==> config.mk <==
export PLATFORM = sky130hd
export DESIGN_NAME = pbus_master
export DESIGN_NICKNAME = d
export VERILOG_FILES = /design/src/rtl/pbus_pkg.sv /design/src/rtl/pbus_sync2.sv /design/src/rtl/pbus_master.sv
export SDC_FILE = /design/constraint.sdc
export NUM_CORES = 1
export LEC_CHECK = 0
export CAP_MARGIN = 20
export CORE_UTILIZATION = 40
export CTS_CLUSTER_SIZE = 8
export DETAILED_ROUTE_END_ITERATION = 8
export PLACE_DENSITY = 0.83
export SYNTH_ARGS = -nofsm -noshare
export SYNTH_HDL_FRONTEND = slang
export SYNTH_HIERARCHICAL = 1
export SYNTH_SLANG_ARGS = --single-unit
==> constraint.sdc <==
create_clock -name Clk -period 2.2 [get_ports Clk]
set_input_delay 0.44 -clock Clk [delete_from_list [all_inputs] [get_ports Clk]]
set_output_delay 0.44 -clock Clk [all_outputs]
set_load 0.01 [all_outputs]
==> src/rtl/pbus_pkg.sv <==
// Shared widths, timeout default and FSM state encoding for the PBus master.
// The widths mirror the global data/address widths of the system build.
package pbus_pkg;

  localparam int GLOBAL_ADDR_WIDTH = 16;
  localparam int GLOBAL_DATA_WIDTH = 32;
  localparam int DEFAULT_TIMEOUT   = 255;

  typedef enum logic [2:0] {
    ST_IDLE,
    ST_SETUP,
    ST_STROBE,
    ST_RELEASE,
    ST_RESP
  } pbus_state_e;

  // Read data is only meaningful for a read that completed without timing out.
  function automatic logic rsp_data_keep(input logic err, input logic write);
    return !err && !write;
  endfunction

endpackage

==> src/rtl/pbus_sync2.sv <==
// Two-flop synchronizer for a single asynchronous level, with a selectable
// reset value so an idle-high input comes out of reset already deasserted.
module pbus_sync2 #(
  parameter logic RESET_VAL = 1'b1
) (
  input  logic clk,
  input  logic reset,
  input  logic d,
  output logic q
);

  logic meta_q;
  logic sync_q;

  always_ff @(posedge clk) begin
    if (reset) begin
      meta_q <= RESET_VAL;
      sync_q <= RESET_VAL;
    end else begin
      meta_q <= d;
      sync_q <= meta_q;
    end
  end

  assign q = sync_q;

endmodule

==> src/rtl/pbus_master.sv <==
// PBus master: turns single-beat command/response transactions into PBus
// read/write strobe cycles closed by an asynchronous ready, with a timeout.
module pbus_master
  import pbus_pkg::*;
#(
  parameter int ADDR_W  = GLOBAL_ADDR_WIDTH,
  parameter int DATA_W  = GLOBAL_DATA_WIDTH,
  parameter int TIMEOUT = DEFAULT_TIMEOUT
) (
  input  logic              Clk,
  input  logic              Reset,
  input  logic              CmdValid,
  output logic              CmdReady,
  input  logic              CmdWrite,
  input  logic [ADDR_W-1:0] CmdAddr,
  input  logic [DATA_W-1:0] CmdData,
  output logic              RspValid,
  input  logic              RspReady,
  output logic [DATA_W-1:0] RspData,
  output logic              RspErr,
  output logic [ADDR_W-1:0] PBusAddr,
  output logic [DATA_W-1:0] PBusDataOut,
  output logic              PBusDataOE,
  input  logic [DATA_W-1:0] PBusDataIn,
  output logic              PBusRDN,
  output logic              PBusWRN,
  input  logic              PBusReadyN,
  output logic              PBusResetN
);

  localparam int               CNT_W    = $clog2(TIMEOUT + 1);
  localparam logic [CNT_W-1:0] CNT_MAX  = CNT_W'(TIMEOUT);
  localparam logic [CNT_W-1:0] CNT_LAST = CNT_W'(TIMEOUT - 1);

  logic rdy_s;

  pbus_state_e       state_q, state_d;
  logic [CNT_W-1:0]  cnt_q, cnt_d;
  logic [ADDR_W-1:0] addr_q, addr_d;
  logic [DATA_W-1:0] wdata_q, wdata_d;
  logic [DATA_W-1:0] rdata_q, rdata_d;
  logic [DATA_W-1:0] rsp_data_q, rsp_data_d;
  logic              write_q, write_d;
  logic              oe_q, oe_d;
  logic              rd_n_q, rd_n_d;
  logic              wr_n_q, wr_n_d;
  logic              err_q, err_d;
  logic              rsp_valid_q, rsp_valid_d;
  logic              cmd_ready_q, cmd_ready_d;
  logic              reset_n_q;
  logic              timeout_hit;

  pbus_sync2 #(
    .RESET_VAL(1'b1)
  ) u_ready_sync (
    .clk  (Clk),
    .reset(Reset),
    .d    (PBusReadyN),
    .q    (rdy_s)
  );

  // The counter has been cleared on entry to the wait state, so reaching
  // TIMEOUT-1 here means TIMEOUT full cycles have been spent waiting.
  assign timeout_hit = (cnt_q >= CNT_LAST);

  always_comb begin
    state_d     = state_q;
    addr_d      = addr_q;
    wdata_d     = wdata_q;
    rdata_d     = rdata_q;
    rsp_data_d  = rsp_data_q;
    write_d     = write_q;
    oe_d        = oe_q;
    rd_n_d      = rd_n_q;
    wr_n_d      = wr_n_q;
    err_d       = err_q;
    rsp_valid_d = rsp_valid_q;

    case (state_q)
      ST_IDLE: begin
        if (CmdValid) begin
          addr_d  = CmdAddr;
          wdata_d = CmdData;
          write_d = CmdWrite;
          oe_d    = CmdWrite;
          rdata_d = '0;
          err_d   = 1'b0;
          state_d = ST_SETUP;
        end
      end
      ST_SETUP: begin
        rd_n_d  = write_q;
        wr_n_d  = !write_q;
        state_d = ST_STROBE;
      end
      ST_STROBE: begin
        if (!rdy_s) begin
          if (!write_q) begin
            rdata_d = PBusDataIn;
          end
          rd_n_d  = 1'b1;
          wr_n_d  = 1'b1;
          state_d = ST_RELEASE;
        end else if (timeout_hit) begin
          err_d   = 1'b1;
          rd_n_d  = 1'b1;
          wr_n_d  = 1'b1;
          state_d = ST_RELEASE;
        end
      end
      ST_RELEASE: begin
        if (rdy_s || timeout_hit) begin
          if (!rdy_s) begin
            err_d = 1'b1;
          end
          oe_d        = 1'b0;
          rsp_valid_d = 1'b1;
          rsp_data_d  = rsp_data_keep(err_d, write_q) ? rdata_q : '0;
          state_d     = ST_RESP;
        end
      end
      ST_RESP: begin
        if (RspReady) begin
          rsp_valid_d = 1'b0;
          state_d     = ST_IDLE;
        end
      end
      default: begin
        state_d = ST_IDLE;
      end
    endcase

    // Per-state cycle count: restarts on every transition, sticks at TIMEOUT.
    if (state_d != state_q) begin
      cnt_d = '0;
    end else if (cnt_q == CNT_MAX) begin
      cnt_d = cnt_q;
    end else begin
      cnt_d = cnt_q + CNT_W'(1);
    end

    cmd_ready_d = (state_d == ST_IDLE);
  end

  always_ff @(posedge Clk) begin
    if (Reset) begin
      state_q     <= ST_IDLE;
      cnt_q       <= '0;
      addr_q      <= '0;
      wdata_q     <= '0;
      rdata_q     <= '0;
      rsp_data_q  <= '0;
      write_q     <= 1'b0;
      oe_q        <= 1'b0;
      rd_n_q      <= 1'b1;
      wr_n_q      <= 1'b1;
      err_q       <= 1'b0;
      rsp_valid_q <= 1'b0;
      cmd_ready_q <= 1'b1;
      reset_n_q   <= 1'b0;
    end else begin
      state_q     <= state_d;
      cnt_q       <= cnt_d;
      addr_q      <= addr_d;
      wdata_q     <= wdata_d;
      rdata_q     <= rdata_d;
      rsp_data_q  <= rsp_data_d;
      write_q     <= write_d;
      oe_q        <= oe_d;
      rd_n_q      <= rd_n_d;
      wr_n_q      <= wr_n_d;
      err_q       <= err_d;
      rsp_valid_q <= rsp_valid_d;
      cmd_ready_q <= cmd_ready_d;
      reset_n_q   <= 1'b1;
    end
  end

  assign CmdReady    = cmd_ready_q;
  assign RspValid    = rsp_valid_q;
  assign RspData     = rsp_data_q;
  assign RspErr      = err_q;
  assign PBusAddr    = addr_q;
  assign PBusDataOut = wdata_q;
  assign PBusDataOE  = oe_q;
  assign PBusRDN     = rd_n_q;
  assign PBusWRN     = wr_n_q;
  assign PBusResetN  = reset_n_q;

endmodule

# [Word-level counts from Yosys, hierarchy flattened]
# Cells that the tools add are included.
[word_totals] memories=0 mem_bits_ro=0 word_cells=80 output_inout_bits=87 ramBits=0 register_bits=133 latch_bits=0
[op_classes] n_lt_le_gt_ge=1 mul=0 add_sub_neg=1 n_reduce_logical=19 div=0 eq_ne=14 shifts=0 bitwise=0 mux=29
[ops] operator="32-bit 2-to-1 mux" count=4
[ops] operator="32-bit one-hot mux with 2 select lines" count=1
[ops] operator="3-bit 2-to-1 mux" count=5
[ops] operator="3-bit one-hot mux with 5 select lines" count=1
[ops] operator="1-bit 2-to-1 mux" count=13
[ops] operator="2-bit inequality test, second input constant" count=6
[ops] operator="8-bit by 1-bit adder with 8-bit output, second input constant" count=1
[ops] operator="8-bit == test, second input constant" count=1
[ops] operator="8-bit greater-or-equal comparator, second input constant" count=1
[ops] operator="1-bit one-hot mux with 2 select lines" count=4
[ops] operator="2-bit nonzero test" count=4
[ops] operator="3-bit by 2-bit == test with 1-bit output, second input constant" count=2
[ops] operator="3-bit logical NOT" count=2
[ops] operator="2-bit AND reduction" count=3
[ops] operator="3-bit AND reduction" count=2
[ops] operator="5-bit AND reduction" count=1
[ops] operator="4-bit AND reduction" count=1
[ops] operator="3-bit by 1-bit == test with 1-bit output, second input constant" count=1
[ops] operator="3-bit == test, second input constant" count=1
[ops] operator="3-bit inequality test" count=1
[ops] operator="3-bit inequality test, second input constant" count=1
[ops] operator="1-bit one-hot mux with 3 select lines" count=1
[ops] operator="3-bit nonzero test" count=1
[ops] operator="1-bit logical NOT" count=2
[ops] operator="other kinds (4)" count=4

# [Depth between registers and ports, before layout]
[logic_depth] depth_word=7 mapped_depth=7 ltp_nobuf=6

# [Cells and area by module]
# Netlist, hierarchy kept.
[modules_own_cells] mod="pbus_master" seq_area_each_um2=2622.5 area_each_um2=4779.6 n_inst=1 cells_per_inst=542
[modules_own_cells] mod="pbus_sync2" seq_area_each_um2=40.0 area_each_um2=52.6 n_inst=1 cells_per_inst=4

# [Worst setup path after synthesis]
# OpenSTA, ideal clock, no wires.
[synth_path] path_kind="register to register" startpoint="reg cnt_q[0]" endpoint="reg cnt_q[6]" t_required_ps=2085 path_stages_with_launch=7 n_path_buf=0 path_slack_ps=616 t_arrival_ps=1470 cell_sequence="dfxtp_1 -> inv_1 -> ha_1 -> o211ai_1 -> nor2_1 -> o31a_1 -> a2111oi_0"
[synth_via] elab_chain_cells=6
[synth_lines] item="from (decl)" line="pbus_master.sv:38" source="logic [CNT_W-1:0] cnt_q, cnt_d;"
[synth_lines] item="from (signal assigned)" line="pbus_master.sv:163" source="cnt_q <= cnt_d;"
[synth_lines] item="8-bit greater-or-equal comparator" line="pbus_master.sv:64" source="assign timeout_hit = (cnt_q >= CNT_LAST);"
[synth_lines] item="3-bit 2-to-1 mux / 1-bit logical OR (equally long branches)" line="pbus_master.sv:104, pbus_master.sv:112"
[synth_lines] item="3-bit 2-to-1 mux, on equally long branches" line="pbus_master.sv:97, pbus_master.sv:112"
[synth_lines] item="3-bit one-hot mux with 5 select lines" line="pbus_master.sv:79" source="case (state_q)"
[synth_lines] item="3-bit inequality test" line="pbus_master.sv:134" source="if (state_d != state_q) begin"
[synth_lines] item="2-bit OR reduction (no line)"
# Several ways; a longest one is shown, not always the timed one.
# A chain may end at the register's enable or synchronous reset.

# [Worst setup path after layout]
[layout_path] startpoint="reg state_q[0]" endpoint="reg rsp_data_q[22], in the netlist RspData[22]"
[layout_via] elab_chain_cells=2
[layout_lines] item="from (decl)" line="pbus_master.sv:37" source="pbus_state_e state_q, state_d;"
[layout_lines] item="from (signal assigned)" line="pbus_master.sv:162" source="state_q <= state_d;"
[layout_lines] item="3-bit by 2-bit == test with 1-bit output" line="pbus_master.sv:79"
[layout_lines] item="2-bit AND reduction (no line)"
[layout_lines] item="to (signal assigned)" line="pbus_master.sv:167" source="rsp_data_q <= rsp_data_d;"
[layout_lines] item="to (decl)" line="pbus_master.sv:42" source="logic [DATA_W-1:0] rsp_data_q, rsp_data_d;"
# Every way passes these cells.

==> metrics.log <==
[metrics] run status: finished, violations left
[metrics] violated checks: DRC
[metrics] post-route design area: 7280 µm²
[metrics] global-route wire length before repair: 22.1 mm
[metrics] Cell Area, Synth: 4830 µm²
[metrics] cell count after synthesis: 546
[metrics] count of flip-flops with a built-in enable after synthesis: 0
[metrics] number of nets still failing antenna checks after routing: 0
[metrics] violation count after the first detailed-route iteration: 358
[metrics] initial cell density of the core: 0.416
[metrics] largest net degree at the start of global routing: 51
[metrics] Die X: 112 µm
[metrics] sum of negative setup slack: 0 ns
[metrics] # setup viols final: 0
[metrics] required time of the critical path: 2.50 ns
[metrics] most common flop cell mapped by yosys: sky130_fd_sc_hd__dfxtp_1
[metrics] FF-to-FF Start: state_q[0]
[metrics] port bufs: 172
[metrics] clock network fraction of total power: 0.473
[metrics] Cell Area, Placed: 6650 µm²
[metrics] cells resized by post-CTS repair: 0
[metrics] Overall Global Routing Usage: 0.224
[metrics] worst path cell trace: nand2_1 -> or2_2 -> o21a_1 -> buf_4 -> a22o_1
[metrics] antenna violations before repair: 0
[metrics] leakage power: 2.66 nW
[metrics] count of state elements after synthesis: 133
[metrics] total number of nets in the final design: 794
[metrics] area added between synthesis and finish: 50.7%
[metrics] vias after detailed routing: 4531
[metrics] CTS Hold Buffers Added: 0
[metrics] mean area per synthesized cell: 8.85 µm²
[metrics] maximum fanout along the worst path: 31
[metrics] Core ar.: 11600 µm²
[metrics] Power per Cell Area: 857 nW/µm²
[metrics] Post-synth ARST share: 0
[metrics] Worst Clk Skew: 0.00702 ns
[metrics] final worst-path setup slack: 0.288 ns
[metrics] Int Pwr: 4.83 mW
[metrics] type of origin of the critical path: register
[metrics] Worst Path Class, Setup: reg2reg
[metrics] number of distinct library cells after synthesis: 47
[metrics] share of total power in combinational logic: 0.115
[metrics] Clock Path Buffers: 2
[metrics] Post-Syn Nets: 634
[metrics] Slowest cell on crit path: sky130_fd_sc_hd__dfxtp_1
[metrics] cell count of the worst reg-to-reg path: 5
[metrics] remaining routing DRC violations: 10
[metrics] area of the multi-input gates: 1960 µm²
[metrics] Largest delay share family, worst path: flip-flops
[metrics] gp weighted congestion: 0.837
[metrics] sw frac: 0.226
[metrics] final max-slew violation count: 0
[metrics] filler instances: 926
[metrics] Ports: 173
[metrics] Reg power frac: 0.412
[metrics] Worst-Skew Late Latency: 0.41 ns
[metrics] part of the Yosys area used for sequential elements: 0.551
[metrics] number of global-route vias before repair: 4507
[metrics] Rows: 39
[metrics] vias per std cell: 5.26
[metrics] clk slew on worst S/H paths: 0.05 ns
[metrics] wire length per cell after detailed routing: 15.5 µm
[metrics] Clock H-tree levels: 4
[metrics] clock sink total: 133
[metrics] arrival time at the worst endpoint: 2.21 ns
[metrics] Die Span Y: 112 µm
[metrics] Critical Path Sink: RspData[22]
[metrics] Post-CTS Setup Bufs: 0
[metrics] Detail Placement HPWL: 9.20 mm
[metrics] maximum frequency from static timing analysis: 523 MHz
[metrics] CP Buf/Inv Count: 1
[metrics] CTS tree: yes
[metrics] pre-CTS setup slack: 0.161 ns
[metrics] final critical delay including setup and external delays: 1.91 ns
[metrics] proportion of layout cells with a drive suffix above 1: 0.0751
[metrics] total clock buffers created by CTS: 17
[metrics] total of max-cap violations: 0
[metrics] Max-Slew Margin vs Limit: 0.588
[metrics] Final Hold Fails: 0
[metrics] Max rail drop VDD: 604 µV
[metrics] count of TritonRoute iterations in the first routing pass: 7
[metrics] FF-to-FF setup slack: 0.29 ns
[metrics] # diodes: 0
[metrics] crit end category: register
[metrics] post-detailed-routing wire length: 13.3 mm
[metrics] period utilization: 0.869
[metrics] path class of the lowest-slack min-delay path: reg2reg
[metrics] Max stage delay on crit path: 0.60 ns
[metrics] die area: 12500 µm²
[metrics] worst setup path start: state_q[0]
[metrics] worst reg2reg endpoint: RspData[22]
[metrics] Storage cell area: 2660 µm²
[metrics] number of synthesis warnings: 6
[metrics] unrepaired setup endpoints after global routing: no
[metrics] count of cell instances traversed by the critical path: 5
[metrics] switching power: 1.41 mW
[metrics] total overflow reported by the global router: 0
[metrics] transition time of the tightest slew-check pin: 0.618 ns
[metrics] clock root buffer master: sky130_fd_sc_hd__clkbuf_16
[per-layer routing]
metal / wire [µm] / global-route usage / up-vias
met5: 0 / 0 / -
met4: 270 / 0.106 / 0
met3: 1410 / 0.0882 / 23
met2: 6330 / 0.373 / 207
met1: 5310 / 0.251 / 2101
li1: - / - / 2200
[power groups by stage]
stage	Clock (mW)	Sequential, mW	Combinational (mW)
2_1_floorplan	0	2.63	0.318
3_3_place_gp	0	2.61	0.706
3_5_place_dp	0	2.62	0.719
4_1_cts	3.01	2.57	0.725
5_1_grt	3.13	2.58	0.783
6_report	2.95	2.57	0.717
[sequential cells by signal, indices dropped and copies added (netlist names), 3 cells and up]
name / cells
state_q: 3
rdata_q: 32
PBusAddr: 16
cnt_q: 8
RspData: 32
PBusDataOut: 32
[worst min-delay path by stage]
| stage | from | to | depth (start not counted) |
|---|---|---|---|
| after floorplan | u_ready_sync/meta_q | u_ready_sync/q | 1 |
| after CTS | Reset | PBusDataOut[12] | 2 |
| after global placement | u_ready_sync/meta_q | u_ready_sync/q | 1 |
| after global routing | Reset | PBusDataOut[9] | 2 |
| final | u_ready_sync/meta_q | u_ready_sync/q | 1 |
| after detailed placement | u_ready_sync/meta_q | u_ready_sync/q | 1 |
[area by class of cell]
cell class,count,share of cell area
clock buffer,24,0.0703
clock inverter,8,0.0163
inverter,5,0.00258
multi-input combinational,367,0.269
sequential,133,0.366
tap,143,0.0246
timing repair buffer,182,0.252
[through the flow]
step | utilization | power (mW) | std cells | hold WS [ns]
after floorplan | - | 2.95 | 546 | 0.383
after global placement | 0.573 | 3.32 | 830 | 0.394
after detailed placement | 0.573 | 3.34 | 830 | 0.396
after CTS | 0.627 | 6.30 | 862 | 0.383
after global routing | 0.627 | 6.50 | 862 | 0.389
final | 0.627 | 6.24 | 862 | 0.401
[synth_stat cells, types with 5 or more instances]
library cell,instances,share of area
sky130_fd_sc_hd__nor3_1,8,0.0083
sky130_fd_sc_hd__inv_1,5,0.0039
sky130_fd_sc_hd__nand2_1,137,0.11
sky130_fd_sc_hd__clkbuf_1,19,0.015
sky130_fd_sc_hd__dfxtp_1,133,0.55
sky130_fd_sc_hd__o21ai_0,7,0.0072
sky130_fd_sc_hd__buf_2,15,0.016
sky130_fd_sc_hd__a22o_1,31,0.056
sky130_fd_sc_hd__a21oi_1,87,0.090
sky130_fd_sc_hd__nand2b_1,5,0.0065
sky130_fd_sc_hd__nand3_1,36,0.037
sky130_fd_sc_hd__nor2_1,12,0.0093
[layout by cell type (no fill, tap or decap), types with 4 or more instances in the layout]
cell	netlist	layout
sky130_fd_sc_hd__o21ai_0	7	7
sky130_fd_sc_hd__inv_1	5	5
sky130_fd_sc_hd__nor2_1	12	12
sky130_fd_sc_hd__buf_4	4	8
sky130_fd_sc_hd__a22o_1	31	31
sky130_fd_sc_hd__nand2_1	137	137
sky130_fd_sc_hd__nand3_1	36	36
sky130_fd_sc_hd__nor3_1	8	8
sky130_fd_sc_hd__nand2b_1	5	4
sky130_fd_sc_hd__clkdlybuf4s50_1	0	171
sky130_fd_sc_hd__clkbuf_16	0	17
sky130_fd_sc_hd__clkbuf_8	0	6
sky130_fd_sc_hd__dfxtp_1	133	133
sky130_fd_sc_hd__clkinv_2	0	4
sky130_fd_sc_hd__a21oi_1	87	86
[cell families after synthesis]
family	after synthesis	share of synthesized area
flip-flops	133	0.551
AND/OR/NAND/NOR	214	0.197
buffers and inverters	46	0.0474
AO/OA/AOI/OAI	145	0.187
XOR/XNOR	3	0.00544
adder cells (fa/ha/maj)	3	0.00725
multiplexers	2	0.00414
[worst register-to-register path: stages (launching register included)]
cell,delay [ns]
sky130_fd_sc_hd__dfxtp_1,0.60
sky130_fd_sc_hd__nand2_1,0.15
sky130_fd_sc_hd__or2_2,0.37
sky130_fd_sc_hd__o21a_1,0.20
sky130_fd_sc_hd__buf_4,0.24
sky130_fd_sc_hd__a22o_1,0.24
(Power assumes the default switching activity.)
==> variant (same settings) <==
Encoding of `pbus_state_e`: now one-hot (5 bits for 5 states).
--- a/src/rtl/pbus_pkg.sv
+++ b/src/rtl/pbus_pkg.sv
@@ -6,12 +6,12 @@
   localparam int GLOBAL_DATA_WIDTH = 32;
   localparam int DEFAULT_TIMEOUT   = 255;
 
-  typedef enum logic [2:0] {
-    ST_IDLE,
-    ST_SETUP,
-    ST_STROBE,
-    ST_RELEASE,
-    ST_RESP
+  typedef enum logic [4:0] {
+    ST_IDLE    = 5'b00001,
+    ST_SETUP   = 5'b00010,
+    ST_STROBE  = 5'b00100,
+    ST_RELEASE = 5'b01000,
+    ST_RESP    = 5'b10000
   } pbus_state_e;
 
   // Read data is only meaningful for a read that completed without timing out.
Formal check against the unedited RTL: same outputs for any inputs over 10 cycles, from zero or initial values and one cycle with Reset high; not proved beyond that.
==> variant against the unedited design <==
  * Total power is 3.3% lower
  * Wire length up 15%
  * Hold slack gained 0.0027 ns
  * Final area is 8.3% higher
  * Sequential cell count is 2 higher
  * Synthesized area grew 11%
  * Worst setup slack worse by 0.11 ns
  * First-iteration DRC count increased by 110%
  * Clock skew up 0.0069 ns
  * Count of clock-buffer cells in the layout shrank 4
  * Combinational power fell by 4.2%
==> variant: results <==
{
  "outcome": "finished, final reports clean",
  "placedCellCount": 952,
  "wl_met2_um": 6910,
  "routabilityCongestion": 0.800,
  "static-leakage-power_nw": 2.73,
  "crit_path_max_incr_delay_ns": 0.55,
  "p_switching_w": 0.00144,
  "avgViaCountPerCell": 5.45,
  "grtUsageMet2_pct": 34.4,
  "slew_headroom_pct": 54.9,
  "ys_types": 48,
  "design.final.nets": 887,
  "fill_cells": 1089,
  "final_routed_wirelength_across_all_metal_layers_um": 15300,
  "drt_iter0_drc": 734,
  "synthCells": 650,
  "num_vias": 5358,
  "globalRouteTotalUtil_pct": 22.3,
  "path_max_fanout": 8,
  "postPlaceCellArea_um2": 7300,
  "post_route_cells_drive_above_1_share_pct": 8.26,
  "iteration_count_of_the_initial_detailed_routing_pass": 5,
  "synth_cell_count_leaders": "dfxtp_1, a21oi_1, nand2_1",
  "synth-seq-area-share_pct": 50.5,
  "route.layer.met1.wl_um": 6510,
  "largest_net_degree_at_the_start_of_global_routing": 63,
  "fin_util_pct": 61.5,
  "grt.met1_usage_pct": 27.5
}
## variant: cell count changes after synthesis, sizes merged, moves of 3 or more
cell    before  now
buf         22   12
clkbuf      19   51
nand4        3   66
a21oi       87  122
nand3       36    6
or4          1    4
nand2      137  105
a22o        31    0
nor2        12   16
o21ai        8   67
nor4         1    4
## variant: worst max-delay path: cells and delay by family (launching register included)
kind / cells / cell delay [ns]
buffers and inverters: 1 / 0.08
AO/OA/AOI/OAI: 3 / 0.99
AND/OR/NAND/NOR: 1 / 0.28
flip-flops: 1 / 0.36
adder cells (fa/ha/maj): 1 / 0.21
## variant: path summary, 6_finish.rpt
path                  startpoint             end  slack [ns]  cells after the start
max                     cnt_q[0]        cnt_q[6]        0.18                      6
min reg2reg  u_ready_sync/meta_q  u_ready_sync/q        0.40                      1
min          u_ready_sync/meta_q  u_ready_sync/q        0.40                      1
max reg2reg             cnt_q[0]        cnt_q[6]        0.18                      6
## variant: power groups by stage
stage	clock (W)	combinational [W]	sequential, W
2_1_floorplan	0	0.000266	0.00264
5_1_grt	0.00292	0.000741	0.00258
4_1_cts	0.00282	0.000687	0.00257
3_5_place_dp	0	0.000682	0.00262
3_3_place_gp	0	0.000680	0.00262
6_report	0.00278	0.000687	0.00257
## variant: final cells by class
| type | instances | area share, % |
|---|---|---|
| Sequential cell | 135 | 34.3 |
| Multi-Input combinational cell | 446 | 30.4 |
| Timing Repair Buffer | 193 | 24.9 |
| Clock buffer | 20 | 5.79 |
| Tap cell | 172 | 2.73 |
| Clock inverter | 11 | 1.57 |
| Inverter | 6 | 0.286 |
## variant: logic make-up after synthesis
| kind of cell | synth area share [%] |
|---|---|
| fa+ha+maj | 0.468 |
| simple gates | 21.4 |
| xor+xnor | 0.491 |
| buf+inv | 5.19 |
| compound gates | 21.5 |
| mux | 0.374 |
| flops | 50.5 |
